$ cat config.mk
export PLATFORM = sky130hd
export DESIGN_NAME = spi_master_ctrl
export DESIGN_NICKNAME = d
export VERILOG_FILES = /design/src/rtl/spi_master_ctrl.sv
export SDC_FILE = /design/constraint.sdc
export NUM_CORES = 1
export LEC_CHECK = 0
export BUFFER_PORTS_ARGS = -buffer_cell sky130_fd_sc_hd__buf_2
export CORE_ASPECT_RATIO = 0.5
export CORE_MARGIN = 4
export CORE_UTILIZATION = 35
export CTS_CLUSTER_SIZE = 14
export DETAILED_ROUTE_END_ITERATION = 12
export PLACE_DENSITY = 0.58
export REMOVE_ABC_BUFFERS = 1
export SYNTH_ARGS = -nofsm -noshare
export SYNTH_HDL_FRONTEND = slang
export SYNTH_SLANG_ARGS = --single-unit
$ cat constraint.sdc
create_clock -name clk -period 1.7 [get_ports clk]
set_input_delay 0.085 -clock clk [delete_from_list [all_inputs] [get_ports clk]]
set_output_delay 0.085 -clock clk [all_outputs]
set_load 0.02 [all_outputs]
$ cat src/rtl/spi_master_ctrl.sv
// spi_master_ctrl
//   Single-clock SPI master for the SPI slave + RAM wrapper. Each frame
//   serialises one command word {cmd, din}, MSB first, after two lead-in
//   cycles that carry cmd[1]. A read-data frame (cmd = 11) then keeps SS_n
//   low through RD_TURN turnaround cycles and ADDR_SIZE capture cycles,
//   sampling MISO MSB first.
//
// Ports
//   clk      : system clock, rising edge
//   rst_n    : asynchronous active-low reset (aborts a frame, releases SS_n)
//   start    : frame request, accepted only while idle
//   cmd      : opcode (00 wr addr, 01 wr data, 10 rd addr, 11 rd data)
//   din      : payload, latched on accept
//   busy     : frame in progress (first low cycle through END)
//   done     : one-cycle pulse in the END cycle
//   rd_data  : byte from the most recent completed read-data frame
//   rd_valid : pulses with done on read-data frames only
//   SS_n     : slave select, active low
//   MOSI     : serial data to the slave
//   MISO     : serial data from the slave
module spi_master_ctrl #(
    parameter int  MEM_DEPTH = 256,
    parameter int  RD_TURN   = 2,
    localparam int ADDR_SIZE = $clog2(MEM_DEPTH)
) (
    input  logic                 clk,
    input  logic                 rst_n,
    input  logic                 start,
    input  logic [1:0]           cmd,
    input  logic [ADDR_SIZE-1:0] din,
    output logic                 busy,
    output logic                 done,
    output logic [ADDR_SIZE-1:0] rd_data,
    output logic                 rd_valid,
    output logic                 SS_n,
    output logic                 MOSI,
    input  logic                 MISO
);

    localparam int FRAME_W = ADDR_SIZE + 2;
    localparam int BIT_W   = $clog2(FRAME_W);
    localparam int SUB_MAX = (RD_TURN > ADDR_SIZE) ? RD_TURN : ADDR_SIZE;
    localparam int SUB_W   = $clog2(SUB_MAX + 1);
    localparam int CAP_W   = ADDR_SIZE - 1;

    localparam logic [BIT_W-1:0] BIT_LAST  = BIT_W'(FRAME_W - 1);
    localparam logic [SUB_W-1:0] TURN_LAST = SUB_W'(RD_TURN - 1);
    localparam logic [SUB_W-1:0] CAP_LAST  = SUB_W'(ADDR_SIZE - 1);

    typedef enum logic [2:0] {
        S_IDLE,
        S_SEL,
        S_PATH,
        S_SHIFT,
        S_TURN,
        S_CAPTURE,
        S_END
    } state_t;

    state_t             state_q, state_d;
    logic [1:0]         cmd_q;
    logic [FRAME_W-1:0] word_q;
    logic [BIT_W-1:0]   bit_cnt;
    logic [SUB_W-1:0]   sub_cnt;
    logic [CAP_W-1:0]   cap_q;

    always_ff @(posedge clk or negedge rst_n) begin
        if (!rst_n) state_q <= S_IDLE;
        else        state_q <= state_d;
    end

    // Outputs are decoded from the state register only, so reset releases
    // SS_n without waiting for a clock edge.
    always_comb begin
        state_d  = state_q;
        SS_n     = 1'b1;
        MOSI     = 1'b0;
        busy     = 1'b0;
        done     = 1'b0;
        rd_valid = 1'b0;
        case (state_q)
            S_IDLE: begin
                if (start) state_d = S_SEL;
            end
            S_SEL: begin
                SS_n    = 1'b0;
                busy    = 1'b1;
                MOSI    = cmd_q[1];
                state_d = S_PATH;
            end
            S_PATH: begin
                SS_n    = 1'b0;
                busy    = 1'b1;
                MOSI    = cmd_q[1];
                state_d = S_SHIFT;
            end
            S_SHIFT: begin
                SS_n = 1'b0;
                busy = 1'b1;
                MOSI = word_q[FRAME_W-1];
                if (bit_cnt == BIT_LAST) begin
                    if (cmd_q != 2'b11)   state_d = S_END;
                    else if (RD_TURN > 0) state_d = S_TURN;
                    else                  state_d = S_CAPTURE;
                end
            end
            S_TURN: begin
                SS_n = 1'b0;
                busy = 1'b1;
                if (sub_cnt == TURN_LAST) state_d = S_CAPTURE;
            end
            S_CAPTURE: begin
                SS_n = 1'b0;
                busy = 1'b1;
                if (sub_cnt == CAP_LAST) state_d = S_END;
            end
            S_END: begin
                busy     = 1'b1;
                done     = 1'b1;
                rd_valid = (cmd_q == 2'b11);
                state_d  = S_IDLE;
            end
            default: state_d = S_IDLE;
        endcase
    end

    // Counters wrap to zero on their last count so they are clean for the
    // next phase and for the next frame.
    always_ff @(posedge clk or negedge rst_n) begin
        if (!rst_n) begin
            cmd_q   <= '0;
            word_q  <= '0;
            bit_cnt <= '0;
            sub_cnt <= '0;
            cap_q   <= '0;
            rd_data <= '0;
        end else begin
            case (state_q)
                S_IDLE: begin
                    if (start) begin
                        cmd_q   <= cmd;
                        word_q  <= {cmd, din};
                        bit_cnt <= '0;
                        sub_cnt <= '0;
                    end
                end
                S_SHIFT: begin
                    word_q  <= {word_q[FRAME_W-2:0], 1'b0};
                    bit_cnt <= (bit_cnt == BIT_LAST) ? '0 : bit_cnt + 1'b1;
                end
                S_TURN: begin
                    sub_cnt <= (sub_cnt == TURN_LAST) ? '0 : sub_cnt + 1'b1;
                end
                S_CAPTURE: begin
                    // cap_q holds the bits received so far; the final MISO
                    // bit goes straight into rd_data so it is valid in END.
                    cap_q <= CAP_W'({cap_q, MISO});
                    if (sub_cnt == CAP_LAST) begin
                        rd_data <= {cap_q, MISO};
                        sub_cnt <= '0;
                    end else begin
                        sub_cnt <= sub_cnt + 1'b1;
                    end
                end
                default: ;
            endcase
        end
    end

endmodule
### After elaboration in Yosys (flattened, before gate mapping)

Index checks and enable logic that the tools add are counted.
W data, S select, Z words.

| storage, ports and cells | value |
|---|---|
| output and inout port bits | 13 |
| register bits after elaboration | 38 |
| word-level logic and storage cells | 54 |

| operators by class | value |
|---|---|
| reductions and logical operators | 11 |
| add/subtract/negate cells | 2 |
| multiplexer cells | 19 |
| eq/ne operators | 15 |

Operators by type and width:

| cell | count |
|---|---|
| $pmux W10 S2 | 1 |
| $pmux W3 S6 | 1 |
| $mux W4 | 4 |
| $mux W3 | 4 |
| $pmux W4 S3 | 1 |
| $mux W10 | 1 |
| $ne A2 B2 Y1 const B | 5 |
| $eq A3 B3 Y1 const B | 3 |
| $add A4 B1 Y4 const B | 2 |
| $pmux W4 S2 | 1 |
| $reduce_and A2 Y1 | 4 |
| $eq A3 B2 Y1 const B | 2 |
| $reduce_or A6 Y1 | 1 |
| $reduce_or A5 Y1 | 1 |
| $eq A4 B1 Y1 const B | 1 |
| $eq A4 B3 Y1 const B | 1 |
| $eq A4 B4 Y1 const B | 1 |
| $mux W1 | 4 |
| $reduce_and A4 Y1 | 1 |
| $eq A3 B1 Y1 const B | 1 |
| $logic_not A3 Y1 | 1 |
| $reduce_bool A3 Y1 | 1 |
| $eq A2 B2 Y1 const B | 1 |
| $mux W2 | 1 |
| 3 further kinds | 3 |

### Longest topological paths before layout

Gate-level depths: netlist (run 1).

| logic depth | value |
|---|---|
| word-level depth | 4 |
| gate-level depth with buffers | 6 |
| mapped depth without buffers | 6 |

### Worst setup path after synthesis (run 1)

Ideal clock, no wire load.

| timing path | value |
|---|---|
| path kind | register to register |
| start point | register sub_cnt[1] |
| end point | register sub_cnt[3] |
| arrival time | 1.382 ns |
| clock period less this slack | 1.503 ns |
| path slack | 0.197 ns |
| stages on the path, launching flop included | 7 |
| library setup time | 0.121 ns |
| path through | dfrtp_1 -> inv_1 -> ha_1 -> or3b_2 -> o2bb2ai_1 -> a31oi_1 -> o21ai_1 |

| on the way | value |
|---|---|
| word-level cells in the longest chain between the ends | 3 |
| elaborated cells between the ends (all ways) | 6 |

RTL lines:

| item | RTL line | text |
|---|---|---|
| start: declaration | 64 | `logic [SUB_W-1:0] sub_cnt;` |
| start signal: assignment | 152 | `sub_cnt <= (sub_cnt == TURN_LAST) ? '0 : sub_cnt + 1'b1;` |
| start signal: assignment | 162 | `sub_cnt <= sub_cnt + 1'b1;` |
| $add A4 B1 Y4, or another cell as far along | 152, 162 |  |
| $mux W4 (on tied branches) | 158, 152 |  |
| $pmux W4 S3 (*) | 138 | `case (state_q)` |

Mark *: on every way between the ends. The rest lies on a longest branch, timed or not.
A chain may end at the register's enable or synchronous reset.

### Worst setup path after layout (run 1)

| timing path | value |
|---|---|
| start point | register sub_cnt[1] |
| end point | register sub_cnt[2] |

The elaborated chain is that of the path after synthesis.

==> results of run 1 <==
flip-flops by register name, indices dropped and copies added, names as in the netlist:
name	cells
word_q	10
rd_data	8
cap_q	7
bit_cnt	4
sub_cnt	4
state_q	3
cmd_q	2
cells in the final DEF (no fill, tap or decap), types with 2 or more instances in the layout:
master	n
a21oi_1	5
a31oi_1	3
and3_1	2
and3b_1	2
buf_2	26
buf_4	14
clkbuf_8	6
dfrtp_1	35
dfrtp_2	3
ha_1	5
inv_1	8
mux2_2	15
nand2_1	16
nand3_1	7
nand3b_1	2
nor2_1	16
nor3_1	8
o21ai_0	5
o21ai_1	4
o22ai_1	7
or3_1	3
cells in the mapped netlist:
master	number	share of area [%]
a21o_1	1	0.41
dfrtp_1	38	52
a31oi_1	3	1.0
or3_1	3	1.0
a221oi_1	1	0.47
buf_4	2	0.81
a22o_1	1	0.47
a211o_1	1	0.47
o22ai_1	7	2.4
clkbuf_2	1	0.27
and3_1	2	0.68
o21bai_1	1	0.41
mux2_2	15	9.2
o31a_1	1	0.47
a21oi_1	5	1.4
o41ai_1	1	0.47
o2111ai_1	1	0.47
nand2b_1	1	0.34
nand3b_1	2	0.81
nand2_1	16	3.3
o21a_1	1	0.41
mux2i_1	1	0.54
o2bb2ai_1	1	0.47
and3b_1	2	0.95
buf_2	4	1.1
nor2b_1	1	0.34
nor3_1	8	2.2
inv_1	8	1.6
or3b_2	1	0.47
a31oi_2	1	0.68
nand3b_4	1	1.1
ha_1	6	4.1
nand3_1	7	1.9
nand3b_2	1	0.61
o21ai_1	4	1.1
nor4b_2	1	0.81
nor2_1	16	3.3
and2_1	1	0.34
o21ai_0	5	1.4
nor3b_1	1	0.41
path summary, 6_finish.rpt:
check                           start          to  slack (ns)
min                            cmd[1]    cmd_q[1]        0.01
max reg2reg                sub_cnt[1]  sub_cnt[2]        0.05
max                        sub_cnt[1]  sub_cnt[2]        0.05
min reg2reg                 word_q[8]   word_q[8]        0.50
max in group asynchronous       rst_n  state_q[2]        0.97
min in group asynchronous       rst_n  bit_cnt[1]        0.37
metrics by stage:
step                std cells  setup WS [ns]
floorplan                 167         -0.146
global placement          275          0.103
detailed placement        275         0.0734
CTS                       284         0.0339
global route              286        -0.0351
finish                    286         0.0521
cell families after synthesis:
group | after synthesis | share of synthesized area [%]
mux | 16 | 9.70
compound gates | 35 | 12.4
flops | 38 | 51.6
buf+inv | 15 | 3.80
fa+ha+maj | 6 | 4.07
simple gates | 64 | 18.5
metal layers:
| metal | up-vias | GRT usage (%) |
|---|---|---|
| met4 | 0 | 3.68 |
| met3 | 4 | 3.36 |
| met1 | 697 | 15.6 |
| met5 | - | 0 |
| met2 | 19 | 18.4 |
| li1 | 702 | - |
worst max-delay path, cell delays in order (launching register included):
cell and delay, ns:
dfrtp_1 0.42, inv_1 0.07, ha_1 0.12, or3b_2 0.47
o2111ai_1 0.24, a21oi_1 0.07, a21o_1 0.15
power by group:
group | switching [W] | internal [W] | total, W
Sequential | 0.000259 | 0.00120 | 0.00145
Combinational | 0.000760 | 0.000680 | 0.00144
Clock | 0.000309 | 0.000327 | 0.000636
timing repair:
item / CTS / global route
hold buffers: 1 / 0
gates resized for setup: 0 / 5
endpoints found under the hold margin: 38 / 0
buffers inserted: 0 / 2
endpoints found under the setup margin: 0 / 22
cell type report:
| class | instances | share of cell area, % |
|---|---|---|
| clock buffers | 7 | 3.86 |
| well taps | 70 | 3.91 |
| flip-flops and latches | 38 | 42.7 |
| clock inverters | 1 | 0.224 |
| repair buffers | 41 | 11.0 |
| multi-input cells | 121 | 37.0 |
| inverters | 8 | 1.34 |
==> impl_metrics.py, run 1 <==
metrics = {
    "status": {
        "status": "complete, no violations",
    },
    "critical_path": {
        "timing.critical_path.fanout_max": 4,
        "cp_data_required_time_ns": 1.88,
        "cp_data_arrival_time_ns": 1.83,
        "critPathLaunchType": "flip-flop",
        "worst_reg_to_reg_path_cell_count": 6,
        "timing.critical_path.to_type": "flip-flop",
        "timing_worst_setup_path_type": "flip-flop to flip-flop",
    },
    "timing": {
        "skew_ns": 0.00647,
        "hold_violations": 0,
        "post-route-period-util_pct": 96.9,
        "finalHoldWorstSlack_ns": 0.0120,
        "setup_tns_ns": 0,
        "timing_worst_slew_pin_value_ns": 0.470,
        "rsz0062_at_grt": "true",
        "max_freq_mhz": 607,
        "final.min_clock_period_ns": 1.65,
        "maxSlewViolCount": 0,
        "setup_viol": 0,
        "slew-limit-headroom_pct": 68.6,
    },
    "cells_and_area": {
        "footprint_of_the_multi_input_gates_um2": 828,
        "nFillCells": 507,
        "postLayoutCoreUtil_pct": 44.7,
        "ratio_of_cells_with_drive_above_1_in_the_final_layout_pct": 33.3,
        "antenna_cells_inserted": 0,
        "syn2layout_area_growth_pct": 21.3,
        "seq_area_um2": 955,
        "final_area_um2": 2240,
        "nets": 235,
    },
    "die": {
        "boundaryPins": 27,
        "initial_utilization_pct": 36.9,
        "design.die.area_um2": 6570,
        "chipWidth_um": 111,
        "floorplan.rows": 18,
        "design.core.area_um2": 5000,
        "die_y_um": 59.3,
    },
    "drt": {
        "wl_um": 3490,
        "avgViaCountPerCell": 4.97,
        "drtIter0Drc": 41,
        "topRoutingLayerUsed": "met4",
        "dr.pass1.iters": 4,
        "wl_per_cell_um": 12.2,
        "final_antenna_net_count": 0,
        "route.met3.wl_um": 129,
        "residual_drc_count": 0,
        "vias": 1422,
        "wl_met1_um": 1740,
        "met2_wirelength_um": 1590,
    },
    "synthesis": {
        "synth-seq-area-share_pct": 51.6,
        "number_of_warnings_issued_by_yosys": 0,
        "synthesized_cell_area_um2": 1840,
        "synth.distinct_cells": 40,
        "postSynthCellCount": 174,
        "syn_area_per_cell_um2": 10.6,
        "synth_seq_cells": 38,
    },
    "global_routing": {
        "vias_in_the_first_global_route": 1337,
        "antenna_violations_before_repair": 0,
        "grt_util_all_layers_pct": 11.6,
        "grt_max_degree": 39,
        "global_route_wire_length_before_repair_um": 6160,
        "grt_remaining_overflow": 0,
    },
    "flow_run": {
        "cap_viol_max_count": 0,
    },
    "worst_hold_path": {
        "holdCritPathClass": "input pin to flip-flop",
        "hold_depth": 3,
    },
    "clock_tree": {
        "cts.root.buffer_cell": "clkbuf_8",
        "cts_tree": "done",
        "clock-sinks": 38,
        "clk_path_buf_depth": 2,
        "clkLatencyLatePin_ns": 0.29,
        "cts.reportedPaths.clkPinSlew_ns": 0.08,
        "cts_htree_levels": 2,
        "cts-buffers-inserted": 5,
    },
    "placed_design": {
        "dp_hpwl_um": 2570,
        "gpl_congestion": 0.820,
        "port_buffers": 26,
        "postPlaceCellArea_um2": 2110,
    },
    "power": {
        "power.density_nw_per_um2": 1580,
        "total_power_w": 0.00353,
        "ir_worst_vdd_uv": 602,
        "p_leak_nw": 1.08,
    },
}
(Power assumes the default switching activity.)
==> run 2, diff against run 1 <==
--- a/config.mk
+++ b/config.mk
@@ -5,13 +5,13 @@
 export SDC_FILE = /design/constraint.sdc
 export NUM_CORES = 1
 export LEC_CHECK = 0
-export BUFFER_PORTS_ARGS = -buffer_cell sky130_fd_sc_hd__buf_2
 export CORE_ASPECT_RATIO = 0.5
 export CORE_MARGIN = 4
 export CORE_UTILIZATION = 35
 export CTS_CLUSTER_SIZE = 14
 export DETAILED_ROUTE_END_ITERATION = 12
-export PLACE_DENSITY = 0.58
+export DONT_BUFFER_PORTS = 1
+export PLACE_DENSITY = 0.54
 export REMOVE_ABC_BUFFERS = 1
 export SYNTH_ARGS = -nofsm -noshare
 export SYNTH_HDL_FRONTEND = slang
==> run 2 against run 1 <==
Maximum frequency rose by 4.3%. Sequential share of layout area fell by 1.1 points. Global-route usage rose by 0.95 points. Worst setup slack improved by 0.067 ns. First-iteration DRC count rose by 24%. Register-to-register slack improved by 0.08 ns. Final cell count fell by 5.2%. Combinational power fell by 4%. Clock-buffer cell count fell by 2.
==> impl_metrics.py, run 2 (synthesis results as in run 1) <==
metrics = {
    "status": {
        "status": "complete, no violations",
    },
    "cells_and_area": {
        "nFillCells": 474,
        "final_common_cell": "dfrtp_1",
        "reg.largest.list": "word_q x10, rd_data x8, cap_q x7",
        "syn2layout_area_growth_pct": 24.4,
        "top_register": "word_q",
        "nets": 220,
        "final_area_um2": 2290,
        "layout.cells.most_common_list": "36 x dfrtp_1, 16 x nand2_1, 15 x mux2_2",
        "ratio_of_cells_with_drive_above_1_in_the_final_layout_pct": 24.9,
        "antenna_cells_inserted": 0,
        "flip_flop_count_of_the_largest_register_after_layout": 10,
    },
    "drt": {
        "residual_drc_count": 0,
        "dr.pass1.iters": 4,
        "final_antenna_net_count": 0,
        "wl_per_cell_um": 13.9,
        "drtIter0Drc": 51,
        "avgViaCountPerCell": 5.13,
        "vias": 1391,
        "wl_um": 3780,
    },
    "critical_path": {
        "worst_path_dominant_cell_family": "flip-flops",
        "crit_chain": "buf_4 > inv_1 > and3_1 > and3_1",
        "cp_data_arrival_time_ns": 1.50,
        "timing.critical_path.to_type": "output port",
        "crit_path_frequent_cell": "and3_1",
        "timing_worst_setup_path_type": "flip-flop to output port",
        "critPathLaunchType": "flip-flop",
        "cp_data_required_time_ns": 1.62,
        "timing.critical_path.fanout_max": 8,
        "worst_path_largest_cell_delay_ns": 0.47,
        "crit_slowest_cell": "dfrtp_2",
        "worst-path-buf-inv": 2,
    },
    "power": {
        "ir_worst_vdd_uv": 575,
        "p_leak_nw": 1.04,
        "power.density_nw_per_um2": 1650,
    },
    "global_routing": {
        "vias_in_the_first_global_route": 1373,
        "antenna_violations_before_repair": 0,
        "global_route_wire_length_before_repair_um": 6490,
        "grt_max_degree": 39,
        "grt_util_all_layers_pct": 12.6,
        "grt_remaining_overflow": 0,
    },
    "die": {
        "initial_utilization_pct": 36.9,
        "chipWidth_um": 111,
        "floorplan.rows": 18,
        "die_y_um": 59.3,
        "boundaryPins": 27,
        "design.die.area_um2": 6570,
        "design.core.area_um2": 5000,
    },
    "clock_tree": {
        "cts.root.buffer_cell": "clkbuf_8",
        "clock-sinks": 38,
        "cts.reportedPaths.clkPinSlew_ns": 0.08,
        "cts_tree": "done",
        "clkLatencyLatePin_ns": 0.29,
        "cts-buffers-inserted": 5,
        "cts_htree_levels": 2,
        "clk_path_buf_depth": 2,
    },
    "placed_design": {
        "dp_hpwl_um": 2600,
        "gpl_congestion": 0.778,
        "placement.setup.worst_slack_ns": 0.0615,
        "postPlaceCellArea_um2": 1960,
        "port_buffers": 0,
    },
    "timing": {
        "timing_worst_slew_pin_value_ns": 0.401,
        "setup_viol": 0,
        "post-route-period-util_pct": 93.0,
        "skew_ns": 0.00719,
        "hold_violations": 0,
        "rsz0062_at_grt": "true",
        "maxSlewViolCount": 0,
        "final.setup.worst_slack_ns": 0.120,
        "slew-limit-headroom_pct": 73.2,
        "final.min_clock_period_ns": 1.58,
        "max_freq_mhz": 633,
    },
    "worst_hold_path": {
        "holdCritPathClass": "input pin to flip-flop",
    },
    "flow_run": {
        "cap_viol_max_count": 0,
    },
}
run 2: stage by stage:
stage / hold slack (ns) / total power [W] / cells / TNS [ns] / util [%]
6_report: 0.0781 / 0.00377 / 271 / 0 / 45.9
5_1_grt: 0.0866 / 0.00407 / 271 / -0.00268 / 45.9
4_1_cts: 0.0741 / 0.00378 / 267 / 0 / 44.9
3_5_place_dp: -0.209 / 0.00278 / 246 / 0 / 39.2
3_3_place_gp: -0.209 / 0.00275 / 246 / 0 / 39.2
2_1_floorplan: -0.211 / 0.00239 / 167 / -1.68 / -
run 2: path summary, 6_finish.rpt:
| kind | slack, ns | endpoint | startpoint | cells past startpoint |
|---|---|---|---|---|
| min | 0.08 | state_q[2] | start | 3 |
| max in group asynchronous | 1.27 | state_q[0] | rst_n | 2 |
| min in group asynchronous | 0.23 | state_q[1] | rst_n | 2 |
| max reg2reg | 0.13 | rd_data[5] | sub_cnt[0] | 5 |
| min reg2reg | 0.50 | word_q[8] | word_q[8] | 2 |
| max | 0.12 | rd_valid | state_q[0] | 4 |
run 2: worst register-to-register path: cells and delay by family (launching register included):
family,cells,cell delay [ns]
buffers and inverters,1,0.17
and+or+nand+nor,2,0.34
muxes,1,0.35
adders and majority gates,1,0.20
DFF,1,0.41
run 2: per-layer routing:
metal	wire length (µm)	track usage, %	up-vias
met5	0	0	-
met1	1830	16.1	681
met4	43	4.21	0
met2	1760	20.7	27
met3	149	3.77	7
li1	-	-	676
run 2: cell type report:
type | count | area, µm² | area share [%]
Sequential cell | 38 | 953 | 41.6
Multi-Input combinational cell | 121 | 847 | 36.9
Timing Repair Buffer | 26 | 238 | 10.4
Tap cell | 70 | 87.6 | 3.82
Clock buffer | 5 | 68.8 | 3.00
Clock inverter | 3 | 68.8 | 3.00
Inverter | 8 | 30.0 | 1.31
run 2: timing repair:
action / 4_1_cts / 5_1_grt
endpoints found under the hold margin: 52 / 0
resized for setup: 1 / 8
hold buffers: 13 / 0
endpoints found under the setup margin: 1 / 27
pin swaps: 0 / 2
buffers inserted: 0 / 4
run 2: power by group:
part           total (W)  switching [W]  internal [W]
registers        0.00146       0.000265       0.00119
clock network   0.000932       0.000344      0.000588
logic            0.00138       0.000759      0.000624
